--- src/rtl/fp_shifter_if.sv ---
`default_nettype none
// +-------------------------------------------------------------------+
// | fp_shifter_if : operand/result bundle for the normalization stage |
// | Rev 1.0                                                           |
// +-------------------------------------------------------------------+
interface fp_shifter_if #(
   parameter int M = 10,
   parameter int E = 5
);
   logic [M-1:0] mantissa;
   logic         mantissa_overflow;
   logic [E-1:0] exp;
   logic [M-1:0] mant_shifted;
   logic [E-1:0] exp_shifted;

   modport master (
      output mantissa, mantissa_overflow, exp,
      input  mant_shifted, exp_shifted
   );

   modport slave (
      input  mantissa, mantissa_overflow, exp,
      output mant_shifted, exp_shifted
   );
endinterface
`default_nettype wire

--- src/rtl/fp_shifter.sv ---
`default_nettype none
// +-------------------------------------------------------------------+
// | fp_shifter : post-add normalization (carry, lz shift, clamp, inf) |
// | Rev 1.0                                                           |
// +-------------------------------------------------------------------+
module fp_shifter #(
   parameter int M = 10,
   parameter int E = 5
) (
   input  wire logic      clk,
   input  wire logic      reset,
   fp_shifter_if.slave    bus
);
   localparam int            LZW    = (M > 1) ? $clog2(M) : 1;
   localparam logic [E-1:0]  c_EMAX = '1;

   logic [LZW-1:0] w_lz;
   logic [LZW-1:0] w_shamt;
   logic [E:0]     w_exp_ext;
   logic [E:0]     w_lz_ext;
   logic [E:0]     w_exp_inc;
   logic [E:0]     w_exp_dec;
   logic           w_clamp;
   logic [M-1:0]   w_mant;
   logic [E-1:0]   w_exp;
   logic [M-1:0]   r_mant;
   logic [E-1:0]   r_exp;

   // Priority encoder: the highest set bit is visited last and wins.
   always_comb begin
      w_lz = LZW'(M - 1);
      for (int i = 0; i < M; i++) begin
         if (bus.mantissa[i]) w_lz = LZW'(M - 1 - i);
      end
   end

   assign w_exp_ext = {1'b0, bus.exp};
   assign w_lz_ext  = (E+1)'(w_lz);
   assign w_clamp   = (w_lz_ext > w_exp_ext);
   // When clamping, exp < lz <= M-1, so it fits the shift-amount width.
   assign w_shamt   = w_clamp ? LZW'(bus.exp) : w_lz;
   assign w_exp_inc = w_exp_ext + (E+1)'(1);
   assign w_exp_dec = w_clamp ? '0 : (w_exp_ext - w_lz_ext);

   always_comb begin
      w_mant = '0;
      w_exp  = '0;
      if (bus.exp == c_EMAX) begin
         w_mant = bus.mantissa;
         w_exp  = c_EMAX;
      end else if (bus.mantissa_overflow) begin
         if (w_exp_inc[E-1:0] == c_EMAX) begin
            w_mant = '0;
            w_exp  = c_EMAX;
         end else begin
            w_mant = {1'b1, bus.mantissa[M-1:1]};
            w_exp  = w_exp_inc[E-1:0];
         end
      end else if (bus.mantissa != '0) begin
         w_mant = bus.mantissa << w_shamt;
         w_exp  = w_exp_dec[E-1:0];
      end
   end

   always_ff @(posedge clk) begin
      if (!reset) begin
         r_mant <= '0;
         r_exp  <= '0;
      end else begin
         r_mant <= w_mant;
         r_exp  <= w_exp;
      end
   end

   assign bus.mant_shifted = r_mant;
   assign bus.exp_shifted  = r_exp;
endmodule
`default_nettype wire

--- src/flat_wrapper.sv ---
// flat-port wrapper written by rule: the top's interface ports become plain ports
module fp_shifter_flat 
#(
   parameter int M = 10,
   parameter int E = 5
)
  (clk, reset, bus_mantissa, bus_mantissa_overflow, bus_exp, bus_mant_shifted, bus_exp_shifted);
  fp_shifter_if #(.M(M), .E(E)) bus_i ();
  input  wire logic clk;
  input  wire logic reset;
  input wire logic [$bits(bus_i.mantissa)-1:0] bus_mantissa;
  input wire logic [$bits(bus_i.mantissa_overflow)-1:0] bus_mantissa_overflow;
  input wire logic [$bits(bus_i.exp)-1:0] bus_exp;
  output wire logic [$bits(bus_i.mant_shifted)-1:0] bus_mant_shifted;
  output wire logic [$bits(bus_i.exp_shifted)-1:0] bus_exp_shifted;
  assign bus_i.mantissa = bus_mantissa;
  assign bus_i.mantissa_overflow = bus_mantissa_overflow;
  assign bus_i.exp = bus_exp;
  assign bus_mant_shifted = bus_i.mant_shifted;
  assign bus_exp_shifted = bus_i.exp_shifted;
  fp_shifter #(.M(M), .E(E)) u_core (.clk(clk), .reset(reset), .bus(bus_i));
endmodule
--- config.mk ---
export PLATFORM = sky130hd
export DESIGN_NAME = fp_shifter_flat
export DESIGN_NICKNAME = d
export VERILOG_FILES = /design/src/rtl/fp_shifter_if.sv /design/src/rtl/fp_shifter.sv /design/src/flat_wrapper.sv
export SDC_FILE = /design/constraint.sdc
export NUM_CORES = 1
export LEC_CHECK = 0
export BUFFER_PORTS_ARGS = -buffer_cell sky130_fd_sc_hd__buf_2
export CAP_MARGIN = 10
export CORE_ASPECT_RATIO = 1.4
export CORE_UTILIZATION = 30
export DETAILED_ROUTE_END_ITERATION = 6
export PLACE_DENSITY = 0.51
export SLEW_MARGIN = 0
export SYNTH_ARGS = -nofsm -noshare
export SYNTH_HDL_FRONTEND = slang
export SYNTH_SLANG_ARGS = --single-unit
--- constraint.sdc ---
create_clock -name clk -period 7.3 [get_ports clk]
set_input_delay 1.095 -clock clk [delete_from_list [all_inputs] [get_ports clk]]
set_output_delay 1.095 -clock clk [all_outputs]
set_load 0.01 [all_outputs]
Word level (Yosys, flattened, before mapping):

Index checks and enable logic that the tools add are counted.

* bits in registers: 15
* latch bits: 0
* bits in writable memories: 0
* memory bits (read-only): 0
* input port bits: 18
* output and inout bits: 15
* logic and storage cells: 28
* memories kept: 0

* add/sub/neg operators: 2
* $mul: 0
* div/mod/pow operators: 0
* magnitude comparators: 1
* eq/ne operators: 2
* shift-type cells: 1
* muxes and demuxes: 19
* bitwise operators: 0
* reductions and logical operators: 1

Operators by type and width (number)
* 10-bit 2-to-1 mux: 4
* 4-bit 2-to-1 mux: 9
* 5-bit 2-to-1 mux: 5
* 5-bit == test, second input constant: 2
* 10-bit nonzero test: 1
* 10-bit by 4-bit left shift with 10-bit output: 1
* 5-bit by 1-bit adder with 5-bit output, second input constant: 1
* 4-bit by 5-bit greater-than comparator with 1-bit output: 1
* 5-bit by 4-bit subtractor with 5-bit output: 1
* 1-bit 2-to-1 mux: 1

Depth between registers and ports, before layout:

* depth in word-level cells: 15
* depth in mapped cells: 15
* mapped depth without buffers: 13

Least setup slack after synthesis:

Ideal clock, no wire load.

* path type: input port to flip-flop
* from: input port bus_mantissa[8]
* to: register u_core.r_mant[9], in the netlist u_core.bus.mant_shifted[9]
* setup time: 0.096 ns
* data arrival time: 3.632 ns
* required time: 7.204 ns
* setup slack: 3.572 ns
* stages on the path: 12
* buffers on the path: 2
* cell sequence: buf_2 -> or4_4 -> nor2_1 -> inv_1 -> ha_1 -> o21a_2 -> o31a_1 -> buf_2 -> o31ai_4 -> nand2_1 -> o31a_1 -> o41ai_2

* word-level cells in the longest chain between the ends: 8
* elaborated cells between the ends (all ways): 9
* those cells by class: order compare (1); shift (1); mux (6); reduce/logical (1)

RTL lines
* start: declaration: RTL line flat_wrapper.sv:11 `input wire logic [$bits(bus_i.mantissa)-1:0] bus_mantissa;`
* 4-bit 2-to-1 mux (2 in series): RTL line fp_shifter.sv:33 `if (bus.mantissa[i]) w_lz = LZW'(M - 1 - i);`
* 4-bit by 5-bit greater-than comparator with 1-bit output: RTL line fp_shifter.sv:39 `assign w_clamp = (w_lz_ext > w_exp_ext);`
* 4-bit 2-to-1 mux: RTL line fp_shifter.sv:41 `assign w_shamt = w_clamp ? LZW'(bus.exp) : w_lz;`
* 10-bit by 4-bit left shift with 10-bit output: RTL line fp_shifter.sv:60 `w_mant = bus.mantissa << w_shamt;`
* 10-bit 2-to-1 mux (*): RTL line fp_shifter.sv:59 `end else if (bus.mantissa != '0) begin`
* 10-bit 2-to-1 mux (*): RTL line fp_shifter.sv:51 `end else if (bus.mantissa_overflow) begin`
* 10-bit 2-to-1 mux (*): RTL line fp_shifter.sv:48 `if (bus.exp == c_EMAX) begin`
* end signal: assignment: RTL line fp_shifter.sv:70 `r_mant <= w_mant;`
* end: declaration: RTL line fp_shifter.sv:26 `logic [M-1:0] r_mant;`

Every way passes the cells marked *; elsewhere a longest branch is shown, timed or not.
A chain may end at the register's enable or synchronous reset.

Worst setup path after layout:

* from: input port bus_mantissa[4]
* to: register u_core.r_mant[8], in the netlist u_core.bus.mant_shifted[8]

* word-level cells in the longest chain between the ends: 12
* elaborated cells between the ends (all ways): 13
* those cells by class: order compare (1); shift (1); mux (10); reduce/logical (1)

RTL lines (RTL line)
* 4-bit 2-to-1 mux (6 in series): fp_shifter.sv:33
* 4-bit by 5-bit greater-than comparator with 1-bit output: fp_shifter.sv:39
* 4-bit 2-to-1 mux: fp_shifter.sv:41
* 10-bit by 4-bit left shift with 10-bit output: fp_shifter.sv:60
* 10-bit 2-to-1 mux (*): fp_shifter.sv:59
* 10-bit 2-to-1 mux (*): fp_shifter.sv:51
* 10-bit 2-to-1 mux (*): fp_shifter.sv:48

Marked as above.

==> metrics list <==
- Run status: finished clean
* Hold violation count in the final report: 0
- Critical path endpoint category: register
- Number of instances resized during post-cts repair: 0
- Footprint of the multi-input gates: about 0.0013 mm^2
- STA puts the critical path data required time at about 7.5 ns.
- The area growth from synthesis to layout is 12.0%.
- Layout cell share with drive strength beyond 1: between 20% and 30%
- The tree built by TritonCTS fans out to 15 sinks.
* Maximum number of pins on one net before global-route repair: 17
- Number of buffer and inverter instances along the worst setup path: 3
- Tightest Pin Transition: 0.788 ns
* Starting density of the core: 31.2%
- Library cell used as clock root buffer: sky130_fd_sc_hd__clkbuf_8
- Sequential cells burn 33.4% of the power.
- Synthesis produced a netlist with a net count of approximately 240.
- Clock tree from TritonCTS: done
- STA puts the critical path data arrival time at between 4 and 5 ns.
- Timing-limited maximum frequency: between 200 and 250 MHz
- In this run the tightest slew margin relative to its limit is 47.2%.
- Setup repair after global routing left no endpoint under its margin.
- Summing every instance area after synthesis gives between 0.0015 and 0.002 mm^2.
- Setup total negative slack: 0 ns
- Global-route wire length before repair: just over 8 mm
* Post-layout net count: around 260
- Counting the fill cells in the layout gives 599.
- In the synthesized netlist, the number of instances is 212.
* Yosys warnings: 0
- Counting flops with a built-in enable in the synthesized netlist gives 0.
* Cell area after placement: ~0.0019 mm^2
* Kind of path behind the tightest hold check: primary input to register
- The detailed router finished its first iteration with around 150 violations.
- The worst hold path was traced through 2 stages.
- The via count of the first global-routing pass came to 1,623.
* Net switching power of the design: ~100 uW
* Vias: 1,749
- Largest cells by area after synthesis: sky130_fd_sc_hd__dfxtp_1 17%, sky130_fd_sc_hd__ha_1 5.1%, sky130_fd_sc_hd__nand2_1 4.1%, sky130_fd_sc_hd__a21oi_1 4.1%, sky130_fd_sc_hd__o21ai_0 3.5%
* H-Tree Level Count: 1
- Total area of sequential cells: roughly 300 um^2
* Floorplan die height: between 90 and 100 um
- Proportion of netlist area held by the largest area contributor: roughly 17%
* Post-Synthesis Mean Instance Area: 8.13 um^2
- Delay-heaviest family, CP: compound AO/OA/AOI/OAI gates
* Standard cell core area: between 0.005 and 0.006 mm^2
- The final layout contains routed wiring with a total length of about 5 mm.
- Final Cycle Share: 60.7%
* Post-detailed-route count of antenna-violating nets: 0
- Walking the worst path, the cells encountered are buf_2 -> inv_1 -> o211ai_1 -> a211oi_2 -> inv_1 -> ha_1 -> nor2b_4 -> o31ai_2 -> nand2_2 -> a21oi_2 -> nand3_1 -> o21a_1 -> o41ai_2.
- Global routing finished with a remaining overflow of 0.
- Num CTS Buffers: 3
- Number of core rows: 32
* List of most frequent post-synthesis cells: 19 x sky130_fd_sc_hd__nand2_1, 15 x sky130_fd_sc_hd__dfxtp_1, 14 x sky130_fd_sc_hd__a21oi_1, 14 x sky130_fd_sc_hd__nor2_1, 12 x sky130_fd_sc_hd__o21ai_0
- For this design, the slowest cell found on the critical path is sky130_fd_sc_hd__o31ai_2.
- Most common cell on crit path: sky130_fd_sc_hd__inv_1
* Crit path kind: primary input to register
* Synth unique cells: 69
- Clock-pin slew was measured on the worst setup and hold paths at approximately 0.06 ns.
- Number of primary I/O pins: 33
* Post-detail-place hpwl: about 3.9 mm
* Width of the die: 66.1 um
- The initial antenna violation count was 0.
- Flop and latch count out of synthesis: 15
* Ys async rst share: 0%
- Endpoint with the worst hold slack: u_core.bus.mant_shifted[0]
- Of the total power, the clock network draws 24.6%.
- The tool flagged a number of max-cap violations equal to 0.
* Share of synthesized area occupied by flip-flops and latches: about 17%
- The most used flip-flop cell after synthesis is sky130_fd_sc_hd__dfxtp_1.
* Layout Cell Area excl Fill: 0.00193 mm^2
- Power density relative to cell area: about 140 mW/mm^2
* Peak fanout along the critical path: 11
- Static power due to leakage: between 0.0007 and 0.0008 uW
- No sink is reached through more buffers than the 2 on the longest clock path.
- Worst supply voltage drop on vdd: around 0.000036 V
- The startpoint identified for the worst hold timing path is bus_mantissa[0].
* Number of port buffers: 32
* Library cell with the largest summed area after synthesis: sky130_fd_sc_hd__dfxtp_1
* DRT Pass-1 Iters: 4
* Final critical delay including setup and external delays: about 4.4 ns
- GRT Total Usage: ~17%
* Routability congestion estimate from global placement: between 0.8 and 0.9
- sky130_fd_sc_hd__nand2_1 is the most common cell in the netlist.
- Net switching is a little under two fifths of the power.
* # hold bufs at CTS: 0
* Internal power: around 170 uW
- Delay of the slowest critical-path stage: about 0.64 ns
- The final number of max-transition violations is 0.
- CP startpoint kind: primary input
- Combinational cells account for 42.0% of the total power.
- The die covers between 0.006 and 0.007 mm^2.
* Diodes inserted: 0
- After clock tree synthesis, the setup repair step added 0 buffers.
* Routed wire length per instance: ~17 um
* Vias per Instance: between 5 and 6
* Final setup violating endpoints: 0
- Total DRC errors in the routed layout: 0
==> placed cells by master (no fill, tap or decap), types with 3 or more instances in the layout <==
cell type                  count
sky130_fd_sc_hd__nand2_1      19
sky130_fd_sc_hd__mux2i_1       3
sky130_fd_sc_hd__a221oi_1      4
sky130_fd_sc_hd__o31a_1        5
sky130_fd_sc_hd__a21o_1        3
sky130_fd_sc_hd__buf_2        32
sky130_fd_sc_hd__o21ai_1       3
sky130_fd_sc_hd__a211oi_1      6
sky130_fd_sc_hd__clkbuf_8      3
sky130_fd_sc_hd__inv_1        11
sky130_fd_sc_hd__ha_1          7
sky130_fd_sc_hd__dfxtp_1      15
sky130_fd_sc_hd__xnor2_1       3
sky130_fd_sc_hd__o21ai_0      12
sky130_fd_sc_hd__nor3_1        4
sky130_fd_sc_hd__nand3_1       5
sky130_fd_sc_hd__nor2_1       14
sky130_fd_sc_hd__a211o_1       4
sky130_fd_sc_hd__o211ai_1      4
sky130_fd_sc_hd__a31oi_1       3
sky130_fd_sc_hd__o31ai_1       3
sky130_fd_sc_hd__a21oi_1      14
==> worst max-delay path by stage <==
stage                    start                         end  cells past startpoint
5_1_grt        bus_mantissa[4]  u_core.bus.mant_shifted[8]                     13
3_5_place_dp   bus_mantissa[4]  u_core.bus.mant_shifted[8]                     13
3_3_place_gp   bus_mantissa[4]  u_core.bus.mant_shifted[8]                     13
6_report       bus_mantissa[4]  u_core.bus.mant_shifted[8]                     13
2_1_floorplan  bus_mantissa[8]  u_core.bus.mant_shifted[9]                     12
4_1_cts        bus_mantissa[4]  u_core.bus.mant_shifted[8]                     13
==> power by group through the flow <==
stage	clock network [uW]	registers, uW	logic (uW)
floorplan	0	97.6	77.4
global placement	0	92.9	114
detailed placement	0	93.0	113
CTS	67.2	91.3	113
global route	71.0	91.9	125
finish	67.0	91.0	114
==> registers in the layout (all words and copies together) (netlist names) <==
name,flops
u_core.bus.mant_shifted,10
u_core.bus.exp_shifted,5
==> routing by layer <==
metal	GRT usage (%)	part of all wire [%]	up-vias
li1	-	-	847
met1	20.7	42	828
met2	29.1	51	61
met3	1.12	4.6	13
met4	8.87	2.9	0
met5	0	0	-
==> logic make-up (layout without fill, tap and decap cells) <==
group	count (synthesis)	count (layout)	synth area share, %
xor+xnor	4	4	2.03
compound gates	90	90	43.0
mux	5	5	3.05
simple gates	62	62	20.3
fa+ha+maj	8	8	6.24
buf+inv	28	50	7.98
flops	15	15	17.4
==> cell type report <==
cell class	instances	area share (%)
Tap cell	68	4.40
Sequential cell	15	15.5
Inverter	14	2.85
Clock buffer	4	2.33
Timing Repair Buffer	32	8.29
Multi-Input combinational cell	169	66.6
==> per-stage QoR <==
| step | hold slack, ns | cells | total power [uW] | util, % | setup slack [ns] |
|---|---|---|---|---|---|
| 6_report | 1.19 | 302 | 272 | 35.0 | 2.87 |
| 5_1_grt | 1.21 | 302 | 288 | 35.0 | 2.62 |
| 3_3_place_gp | 1.44 | 298 | 207 | 34.1 | 2.63 |
| 4_1_cts | 1.20 | 302 | 272 | 35.0 | 2.92 |
| 3_5_place_dp | 1.45 | 298 | 206 | 34.1 | 2.66 |
| 2_1_floorplan | 1.23 | 212 | 175 | - | 3.57 |
No activity file was read; power rests on OpenSTA's default activity.
